===== src/rtl/cfu_arbiter_pkg.sv =====
// rtl/cfu_arbiter_pkg.sv - shared types and default widths for the Cfu arbiter
package cfu_arbiter_pkg;

    localparam int DEFAULT_NREQ   = 2;
    localparam int DEFAULT_FUNC_W = 10;
    localparam int DEFAULT_DATA_W = 32;

    typedef enum logic [1:0] {
        ST_IDLE     = 2'd0,
        ST_ISSUE    = 2'd1,
        ST_WAIT_RSP = 2'd2,
        ST_DELIVER  = 2'd3
    } arb_state_t;

    // Command as seen on the Cfu port at the default widths
    typedef struct packed {
        logic [DEFAULT_FUNC_W-1:0] function_id;
        logic [DEFAULT_DATA_W-1:0] inputs_0;
        logic [DEFAULT_DATA_W-1:0] inputs_1;
    } cfu_cmd_t;

endpackage


===== src/rtl/cfu_rr_pick.sv =====
// rtl/cfu_rr_pick.sv - combinational round-robin selector starting at a pointer
module cfu_rr_pick
    import cfu_arbiter_pkg::*;
#(
    parameter int  N  = DEFAULT_NREQ,
    localparam int IW = $clog2(N)
) (
    input  logic [N-1:0]  req,
    input  logic [IW-1:0] ptr,
    output logic [N-1:0]  grant,
    output logic [IW-1:0] idx,
    output logic          any
);

    logic [IW:0]   sum;
    logic [IW-1:0] cand;

    // Walk from ptr upward with wrap; the first active request found wins
    always_comb begin
        grant = '0;
        idx   = '0;
        any   = 1'b0;
        sum   = '0;
        cand  = '0;
        for (int d = 0; d < N; d++) begin
            sum = {1'b0, ptr} + (IW+1)'(d);
            if (sum >= (IW+1)'(N)) begin
                sum = sum - (IW+1)'(N);
            end
            cand = sum[IW-1:0];
            if (!any && req[cand]) begin
                any         = 1'b1;
                grant[cand] = 1'b1;
                idx         = cand;
            end
        end
    end

endmodule


===== src/rtl/cfu_arbiter.sv =====
// rtl/cfu_arbiter.sv - round-robin arbiter sharing one Cfu between NREQ requesters
module cfu_arbiter
    import cfu_arbiter_pkg::*;
#(
    parameter int  NREQ   = DEFAULT_NREQ,
    parameter int  FUNC_W = DEFAULT_FUNC_W,
    parameter int  DATA_W = DEFAULT_DATA_W,
    localparam int IW     = $clog2(NREQ)
) (
    input  logic                         clk,
    input  logic                         reset,
    input  logic [NREQ-1:0]              req_cmd_valid,
    output logic [NREQ-1:0]              req_cmd_ready,
    input  logic [NREQ-1:0][FUNC_W-1:0]  req_cmd_function_id,
    input  logic [NREQ-1:0][DATA_W-1:0]  req_cmd_inputs_0,
    input  logic [NREQ-1:0][DATA_W-1:0]  req_cmd_inputs_1,
    input  logic [NREQ-1:0]              req_lock,
    output logic [NREQ-1:0]              req_rsp_valid,
    input  logic [NREQ-1:0]              req_rsp_ready,
    output logic [DATA_W-1:0]            req_rsp_outputs_0,
    output logic                         cmd_valid,
    output logic [FUNC_W-1:0]            cmd_payload_function_id,
    output logic [DATA_W-1:0]            cmd_payload_inputs_0,
    output logic [DATA_W-1:0]            cmd_payload_inputs_1,
    input  logic                         cmd_ready,
    input  logic                         rsp_valid,
    input  logic [DATA_W-1:0]            rsp_payload_outputs_0,
    output logic                         rsp_ready,
    output logic [IW-1:0]                owner,
    output logic                         busy
);

    typedef struct packed {
        logic [FUNC_W-1:0] function_id;
        logic [DATA_W-1:0] inputs_0;
        logic [DATA_W-1:0] inputs_1;
    } cmd_t;

    arb_state_t        state_q, state_d;
    logic [IW-1:0]     owner_q, owner_d;
    logic [IW-1:0]     rr_ptr_q, rr_ptr_d;
    logic              lock_held_q, lock_held_d;
    cmd_t              payload_q, payload_d;
    logic [DATA_W-1:0] rsp_data_q, rsp_data_d;

    logic [NREQ-1:0]   eligible;
    logic [NREQ-1:0]   pick_grant;
    logic [IW-1:0]     pick_idx;
    logic              pick_any;

    // While a lock is held only the lock owner competes; nothing is accepted during reset
    always_comb begin
        eligible = req_cmd_valid;
        if (lock_held_q) begin
            eligible           = '0;
            eligible[owner_q]  = req_cmd_valid[owner_q];
        end
        if (reset) begin
            eligible = '0;
        end
    end

    cfu_rr_pick #(.N(NREQ)) u_pick (
        .req   (eligible),
        .ptr   (rr_ptr_q),
        .grant (pick_grant),
        .idx   (pick_idx),
        .any   (pick_any)
    );

    // Transaction sequencing: accept, issue to Cfu, collect result, hand it back
    always_comb begin
        state_d       = state_q;
        owner_d       = owner_q;
        rr_ptr_d      = rr_ptr_q;
        lock_held_d   = lock_held_q;
        payload_d     = payload_q;
        rsp_data_d    = rsp_data_q;
        req_cmd_ready = '0;
        req_rsp_valid = '0;
        cmd_valid     = 1'b0;
        rsp_ready     = 1'b0;
        case (state_q)
            ST_IDLE: begin
                if (pick_any) begin
                    req_cmd_ready         = pick_grant;
                    payload_d.function_id = req_cmd_function_id[pick_idx];
                    payload_d.inputs_0    = req_cmd_inputs_0[pick_idx];
                    payload_d.inputs_1    = req_cmd_inputs_1[pick_idx];
                    owner_d               = pick_idx;
                    state_d               = ST_ISSUE;
                end
            end
            ST_ISSUE: begin
                cmd_valid = 1'b1;
                if (cmd_ready) begin
                    state_d = ST_WAIT_RSP;
                end
            end
            ST_WAIT_RSP: begin
                rsp_ready = 1'b1;
                if (rsp_valid) begin
                    rsp_data_d = rsp_payload_outputs_0;
                    state_d    = ST_DELIVER;
                end
            end
            ST_DELIVER: begin
                req_rsp_valid[owner_q] = 1'b1;
                if (req_rsp_ready[owner_q]) begin
                    state_d     = ST_IDLE;
                    rr_ptr_d    = (owner_q == IW'(NREQ-1)) ? '0 : owner_q + IW'(1);
                    lock_held_d = req_lock[owner_q];
                end
            end
            default: begin
                state_d = ST_IDLE;
            end
        endcase
    end

    // State and datapath registers; reset drops any in-flight transaction and the lock
    always_ff @(posedge clk or posedge reset) begin
        if (reset) begin
            state_q     <= ST_IDLE;
            owner_q     <= '0;
            rr_ptr_q    <= '0;
            lock_held_q <= 1'b0;
            payload_q   <= '0;
            rsp_data_q  <= '0;
        end else begin
            state_q     <= state_d;
            owner_q     <= owner_d;
            rr_ptr_q    <= rr_ptr_d;
            lock_held_q <= lock_held_d;
            payload_q   <= payload_d;
            rsp_data_q  <= rsp_data_d;
        end
    end

    assign cmd_payload_function_id = payload_q.function_id;
    assign cmd_payload_inputs_0    = payload_q.inputs_0;
    assign cmd_payload_inputs_1    = payload_q.inputs_1;
    assign req_rsp_outputs_0       = rsp_data_q;
    assign owner                   = owner_q;
    assign busy                    = (state_q != ST_IDLE);

endmodule


===== config.mk =====
export PLATFORM = sky130hd
export DESIGN_NAME = cfu_arbiter
export DESIGN_NICKNAME = d
export VERILOG_FILES = /design/src/rtl/cfu_arbiter_pkg.sv /design/src/rtl/cfu_rr_pick.sv /design/src/rtl/cfu_arbiter.sv
export SDC_FILE = /design/constraint.sdc
export NUM_CORES = 1
export LEC_CHECK = 0
export CORE_MARGIN = 1.5
export CORE_UTILIZATION = 33
export DETAILED_ROUTE_END_ITERATION = 10
export HOLD_SLACK_MARGIN = 0.12
export PLACE_DENSITY = 0.73
export SLEW_MARGIN = 20
export SYNTH_ARGS = -nofsm -noshare
export SYNTH_HDL_FRONTEND = slang
export SYNTH_HIERARCHICAL = 1
export SYNTH_SLANG_ARGS = --single-unit

===== constraint.sdc =====
create_clock -name clk -period 6.35 [get_ports clk]
set_clock_uncertainty 0.1 [all_clocks]
set_input_delay 1.27 -clock clk [delete_from_list [all_inputs] [get_ports clk]]
set_output_delay 1.27 -clock clk [all_outputs]
set_load 0.01 [all_outputs]

==> impl_metrics.py, run 1 <==
metrics = {
    "cts": {
        "clkTransAtPathRegs_ps": 70,
        "cts_buffers": 9,
        "cts_resized": 0,
        "cts_root_buf": "clkbuf_16",
        "clk-insertion-delay-late_ps": 350,
        "post-cts-setup-buffers": 0,
        "clock_sinks": 111,
        "cts_buffer_depth": 2,
        "hold_buffers": 0,
        "cts_max_level": 3,
        "cts_tree": "built",
    },
    "timing": {
        "fin_crit_sh_pct": 68.1,
        "fmax_mhz": 231,
        "setup_tns_ps": 0,
        "rsz0062_at_grt": "no",
        "setup_viol": 0,
        "worst_slack_ps": 2030,
        "hold_violations": 0,
        "fin_crit_ps": 4320,
        "worstMarginPinSlew_ps": 784,
        "slew_headroom_pct": 47.7,
        "drv_slew": 0,
    },
    "critical_path": {
        "cp-start-kind": "primary input",
        "worst_ep_required_time_ps": 4980,
        "cp_top_family": "buffers and inverters",
        "cp.depth": 6,
        "cp_cell_sequence": "clkdlybuf4s50_1 -> inv_4 -> and3_1 -> or2_1 -> and3_1 -> clkdlybuf4s50_1",
        "critical_path_class": "primary input to output pin",
        "cp-end-kind": "output pin",
        "path_buf_inv": 3,
        "path_max_fanout": 4,
        "reg2regPathDepth": 6,
        "cp.arrival_ps": 2950,
        "cp_slowest_cell": "clkdlybuf4s50_1",
        "crit_path_max_incr_delay_ps": 510,
    },
    "grt": {
        "grt_remaining_overflow": 0,
        "gr-usage-met2_pct": 33.4,
        "grtUsageMet1_pct": 19.5,
        "grt_max_degree": 125,
        "busiest_layer": "met2",
        "use_met3_pct": 6.59,
        "grt_first_pass_wirelength_mm": 22.9,
        "antenna_found_initial": 0,
        "grt.total_usage_pct": 18.3,
        "grt_pass1_vias": 4507,
    },
    "cells_and_area": {
        "fin_util_pct": 57.9,
        "num-nets-final": 918,
        "diodes": 0,
        "n_fill_cell": 1200,
        "stdcell_count": 913,
        "drive_gt1_share_pct": 8.37,
        "syn2layout_area_growth_pct": 70.7,
        "final_area_sq_mm": 0.00845,
    },
    "synth": {
        "synth.area.top_cells": "dfrtp_1 (56%), mux2i_1 (15%), a21oi_1 (7.6%), mux2_2 (7.5%), nor2_1 (5.8%)",
        "synth_top_area_share_pct": 56.1,
        "syn-instance-count": 432,
        "ys_seq_area_share_pct": 56.1,
        "yosysTopAreaCell": "dfrtp_1",
        "syn_area_sq_mm": 0.00495,
        "synth_nets": 626,
        "async_flop_share_pct": 100,
        "synth_top_flop_cell": "dfrtp_1",
        "yosysWarnings": 6,
        "synth_edf_count": 0,
        "yosysUniqueCellTypes": 21,
        "avgSynthCellArea_sq_um": 11.5,
        "ys_ff_latch": 111,
    },
    "placed_design": {
        "port_buffers": 303,
        "place_ws_ps": 2020,
        "dpl-instance-area_sq_mm": 0.00813,
        "place_congestion": 0.772,
        "hpwl_mm": 11.2,
        "post-place-cells": 896,
    },
    "power_and_ir_drop": {
        "p_leak_nw": 3.35,
        "swShare_pct": 32.9,
        "pwr-share-comb_pct": 49.5,
        "clkPwrFrac_pct": 15.5,
        "seqPwrFrac_pct": 35.0,
        "internal_power_mw": 2.40,
        "power_switching_mw": 1.17,
        "ir_drop_v": 0.000229,
        "pwr_density_cell_mw_per_mm2": 422,
    },
    "status": {
        "status": "finished, final reports clean",
    },
    "die": {
        "die-area_sq_mm": 0.0157,
        "rows": 44,
        "core_area_sq_mm": 0.0146,
        "fp.dieH_um": 125,
        "io_pins": 304,
        "initial_core_util_pct": 33.9,
        "fp.dieW_um": 125,
    },
    "route": {
        "vias": 4223,
        "routed_wl_mm": 14.2,
        "initialDrtViolationCount": 159,
        "vias_per_cell": 4.63,
        "ant_nets": 0,
        "wire_per_inst_um": 15.5,
        "drc": 0,
        "drt-pass1-iter-count": 6,
    },
    "hold_path": {
        "worstHoldPathCells": 1,
        "hold_class": "flop to flop",
    },
    "flow_run": {
        "maxCapViolCount": 0,
    },
}
==> placed cells by master, fill, tap and decap left out <==
| cell type | netlist | routed |
|---|---|---|
| buf_4 | 1 | 6 |
| a21boi_4 | 0 | 1 |
| and2_1 | 2 | 1 |
| and3_1 | 4 | 4 |
| nand2_1 | 3 | 3 |
| mux2_2 | 33 | 33 |
| buf_16 | 0 | 1 |
| or2_1 | 1 | 1 |
| clkbuf_16 | 0 | 9 |
| mux2_4 | 2 | 2 |
| clkinvlp_4 | 0 | 1 |
| ha_1 | 4 | 4 |
| clkbuf_1 | 4 | 1 |
| inv_1 | 6 | 5 |
| clkbuf_8 | 0 | 4 |
| nand2b_1 | 4 | 4 |
| a31oi_1 | 1 | 1 |
| mux2i_1 | 76 | 76 |
| clkdlybuf4s50_1 | 0 | 303 |
| clkinv_2 | 0 | 1 |
| o2111a_2 | 1 | 1 |
| inv_4 | 0 | 1 |
| and2_4 | 0 | 1 |
| a21oi_1 | 75 | 75 |
| a21boi_0 | 3 | 2 |
| a22o_1 | 1 | 1 |
| dfrtp_1 | 111 | 111 |
| nor2_1 | 76 | 76 |
==> per-layer routing <==
layer / wire, um / vias up / share of wire (%)
li1: - / 2061 / -
met4: 205 / 0 / 1.4
met2: 7330 / 182 / 52
met3: 1370 / 15 / 9.6
met1: 5290 / 1965 / 37
met5: 0 / - / 0
==> stage by stage <==
step / power (mW) / hold slack, ps
after floorplan: 2.03 / 383
after global placement: 2.99 / 387
after detailed placement: 3.05 / 394
after CTS: 3.62 / 410
after global routing: 3.82 / 415
final: 3.57 / 408
==> cells by family (layout without fill, tap and decap cells) <==
family                   Yosys count  after routing  share of synthesized area (%)
flip-flops                       111            111                           56.1
AND/OR/NAND/NOR                   90             90                           7.38
buffers and inverters             35            332                           3.44
multiplexers                     111            111                           23.5
adder cells (fa/ha/maj)            4              4                           1.01
AO/OA/AOI/OAI                     81             81                           8.59
==> final timing paths <==
| path | start | endpoint | slack [ps] |
|---|---|---|---|
| hold / removal | req_rsp_outputs_0[10]$_DFFE_PP0P_ | req_rsp_outputs_0[10]$_DFFE_PP0P_ | 410 |
| max in group asynchronous | reset | cmd_payload_inputs_0[21]$_DFFE_PP0P_ | 3570 |
| hold reg to reg | req_rsp_outputs_0[10]$_DFFE_PP0P_ | req_rsp_outputs_0[10]$_DFFE_PP0P_ | 410 |
| setup / recovery | reset | req_cmd_ready[0] | 2030 |
| min in group asynchronous | reset | req_rsp_outputs_0[18]$_DFFE_PP0P_ | 1420 |
| setup reg to reg | owner$_DFFE_PP0P_ | owner$_DFFE_PP0P_ | 3950 |
==> cell type report <==
cell class	instances	area (sq um)	share of cell area [%]
repair buffers	310	3110	36.7
clock buffers	14	284	3.36
well taps	184	230	2.72
flip-flops and latches	111	2780	32.9
clock inverters	2	12.5	0.148
multi-input cells	286	2020	23.9
inverters	6	25.0	0.296
==> Yosys cell counts (all sizes together) (2+ instances only) <==
library cell,count
a21boi,3
a21oi,75
and2,2
and3,4
buf,23
clkbuf,6
dfrtp,111
ha,4
inv,6
mux2,35
mux2i,76
nand2,3
nand2b,4
nor2,76
==> power groups by stage <==
| stage | Clock, mW | Sequential (mW) | Combinational, mW |
|---|---|---|---|
| after detailed placement | 0 | 1.27 | 1.78 |
| after CTS | 0.572 | 1.25 | 1.79 |
| after floorplan | 0 | 1.41 | 0.623 |
| after global routing | 0.603 | 1.30 | 1.91 |
| final | 0.553 | 1.25 | 1.77 |
| after global placement | 0 | 1.25 | 1.74 |
==> state kept, by name, indices dropped and copies added (netlist names) <==
name / cells
cmd_payload_inputs_0: 32
cmd_payload_inputs_1: 32
req_rsp_outputs_0: 32
cmd_payload_function_id: 10
state_q: 2
lock_held_q: 1
owner: 1
rr_ptr_q: 1
Note: power is estimated with default switching activity, not from simulation.
==> run 2: changes to the inputs <==
Clock period 6.35 ns to 4.37 ns, I/O delays scaled along.
==> run 2 against run 1 <==
Net effect:
- via count rose by 1.0%
- first-iteration DRC count fell by 14%
- sequential cell count did not move
- global-route usage fell by 0.19 points
- critical path type unchanged
==> impl_metrics.py, run 2 (synthesized netlist as in run 1, its figures left out) <==
metrics = {
    "placed_design": {
        "dpl-instance-area_sq_mm": 0.00815,
        "post-place-cells": 895,
        "place_congestion": 0.792,
        "place_ws_ps": 758,
        "port_buffers": 303,
        "hpwl_mm": 11.1,
    },
    "cells_and_area": {
        "syn2layout_area_growth_pct": 70.6,
        "drive_gt1_share_pct": 7.99,
        "stdcell_count": 910,
        "final_area_sq_mm": 0.00845,
        "fin_util_pct": 57.9,
        "mostFrequentLayoutCells": "clkdlybuf4s50_1 (303), dfrtp_1 (111), mux2i_1 (76), nor2_1 (76), a21oi_1 (75)",
        "n_fill_cell": 1191,
        "final_common_cell": "clkdlybuf4s50_1",
        "diodes": 0,
        "num-nets-final": 916,
    },
    "cts": {
        "hold_buffers": 0,
        "cts_buffer_depth": 2,
        "clkTransAtPathRegs_ps": 70,
        "clock_sinks": 111,
        "cts_max_level": 3,
        "clk-insertion-delay-late_ps": 340,
        "cts_root_buf": "clkbuf_16",
        "cts_buffers": 9,
        "cts_resized": 0,
        "post-cts-setup-buffers": 0,
        "cts_tree": "built",
    },
    "timing": {
        "worst_slack_ps": 749,
        "fin_crit_sh_pct": 82.9,
        "fin_crit_ps": 3620,
        "fmax_mhz": 276,
        "drv_slew": 0,
        "hold_violations": 0,
        "rsz0062_at_grt": "no",
        "worstMarginPinSlew_ps": 827,
        "setup_viol": 0,
        "setup_tns_ps": 0,
        "slew_headroom_pct": 44.8,
    },
    "grt": {
        "antenna_found_initial": 0,
        "grt_remaining_overflow": 0,
        "grt_pass1_vias": 4517,
        "grt_max_degree": 76,
        "grt_first_pass_wirelength_mm": 22.6,
        "grt.total_usage_pct": 18.1,
    },
    "status": {
        "status": "finished, final reports clean",
    },
    "power_and_ir_drop": {
        "power_switching_mw": 1.70,
        "pwr-share-comb_pct": 49.1,
        "seqPwrFrac_pct": 35.1,
        "swShare_pct": 32.7,
        "clkPwrFrac_pct": 15.8,
        "p_leak_nw": 3.33,
        "pwr_density_cell_mw_per_mm2": 616,
        "internal_power_mw": 3.50,
        "ir_drop_v": 0.000342,
    },
    "route": {
        "wire_per_inst_um": 15.6,
        "vias": 4267,
        "ant_nets": 0,
        "initialDrtViolationCount": 137,
        "drt-pass1-iter-count": 4,
        "routed_wl_mm": 14.2,
        "drc": 0,
        "vias_per_cell": 4.69,
    },
    "critical_path": {
        "crit_path_max_incr_delay_ps": 510,
        "critical_path_class": "primary input to output pin",
        "cp_cell_sequence": "clkdlybuf4s50_1 -> clkinvlp_4 -> and3_1 -> or2_1 -> and3_1 -> clkdlybuf4s50_1",
        "cp_slowest_cell": "clkdlybuf4s50_1",
        "reg2reg_slack_ps": 1920,
        "path_max_fanout": 4,
        "cp-end-kind": "output pin",
        "critical_path.startpoint": "reset",
        "timing.rr.end": "cmd_payload_function_id[4]$_DFFE_PP0P_",
        "cp-start-kind": "primary input",
        "worst_ep_required_time_ps": 3400,
        "reg2regPathDepth": 7,
        "r2r_start": "owner$_DFFE_PP0P_",
        "cp.arrival_ps": 2650,
    },
    "die": {
        "die-area_sq_mm": 0.0157,
        "fp.dieH_um": 125,
        "core_area_sq_mm": 0.0146,
        "initial_core_util_pct": 33.9,
        "rows": 44,
        "io_pins": 304,
        "fp.dieW_um": 125,
    },
    "hold_path": {
        "worstHoldEndpoint": "req_rsp_outputs_0[30]$_DFFE_PP0P_",
        "hold_class": "flop to flop",
        "worstHoldPathCells": 1,
        "worstHoldStart": "req_rsp_outputs_0[30]$_DFFE_PP0P_",
    },
    "flow_run": {
        "maxCapViolCount": 0,
    },
}
## run 2: worst max-delay path by stage
stage / endpoint / depth (start not counted)
2_1_floorplan: req_cmd_ready[0] / 4
3_3_place_gp: req_cmd_ready[0] / 6
3_5_place_dp: req_cmd_ready[1] / 6
4_1_cts: req_cmd_ready[1] / 6
5_1_grt: req_cmd_ready[0] / 6
6_report: req_cmd_ready[1] / 6
## run 2: cell type report
class	count	area [sq um]	share of cell area, %
clock buffers	12	256	3.04
clock inverters	3	42.5	0.504
flip-flops and latches	111	2780	32.9
inverters	6	26.3	0.311
multi-input cells	286	2020	23.9
well taps	184	230	2.73
repair buffers	308	3100	36.7
## run 2: routing by layer
| metal | global-route usage (%) | wire [um] | share of wire [%] | vias to the layer above |
|---|---|---|---|---|
| met5 | 0 | 0 | 0 | - |
| met4 | 7.02 | 318 | 2.2 | 0 |
| met3 | 7.45 | 1460 | 10 | 21 |
| met2 | 31.8 | 7100 | 50 | 188 |
| met1 | 19.3 | 5310 | 37 | 1992 |
| li1 | - | - | - | 2066 |
## run 2: power groups by stage
stage / combinational, mW / sequential [mW] / clock (mW)
2_1_floorplan: 0.906 / 2.05 / 0
5_1_grt: 2.77 / 1.90 / 0.891
4_1_cts: 2.59 / 1.83 / 0.853
6_report: 2.55 / 1.82 / 0.825
3_5_place_dp: 2.59 / 1.84 / 0
3_3_place_gp: 2.54 / 1.81 / 0
## run 2: metrics by stage
step / hold slack, ps / power [mW]
finish: 406 / 5.20
CTS: 408 / 5.28
floorplan: 383 / 2.95
global route: 427 / 5.56
global placement: 387 / 4.35
detailed placement: 392 / 4.43
## run 2: critical path, delay by kind of cell
family	cells	cell delay [ps]
buffers and inverters	3	1110
and+or+nand+nor	3	660
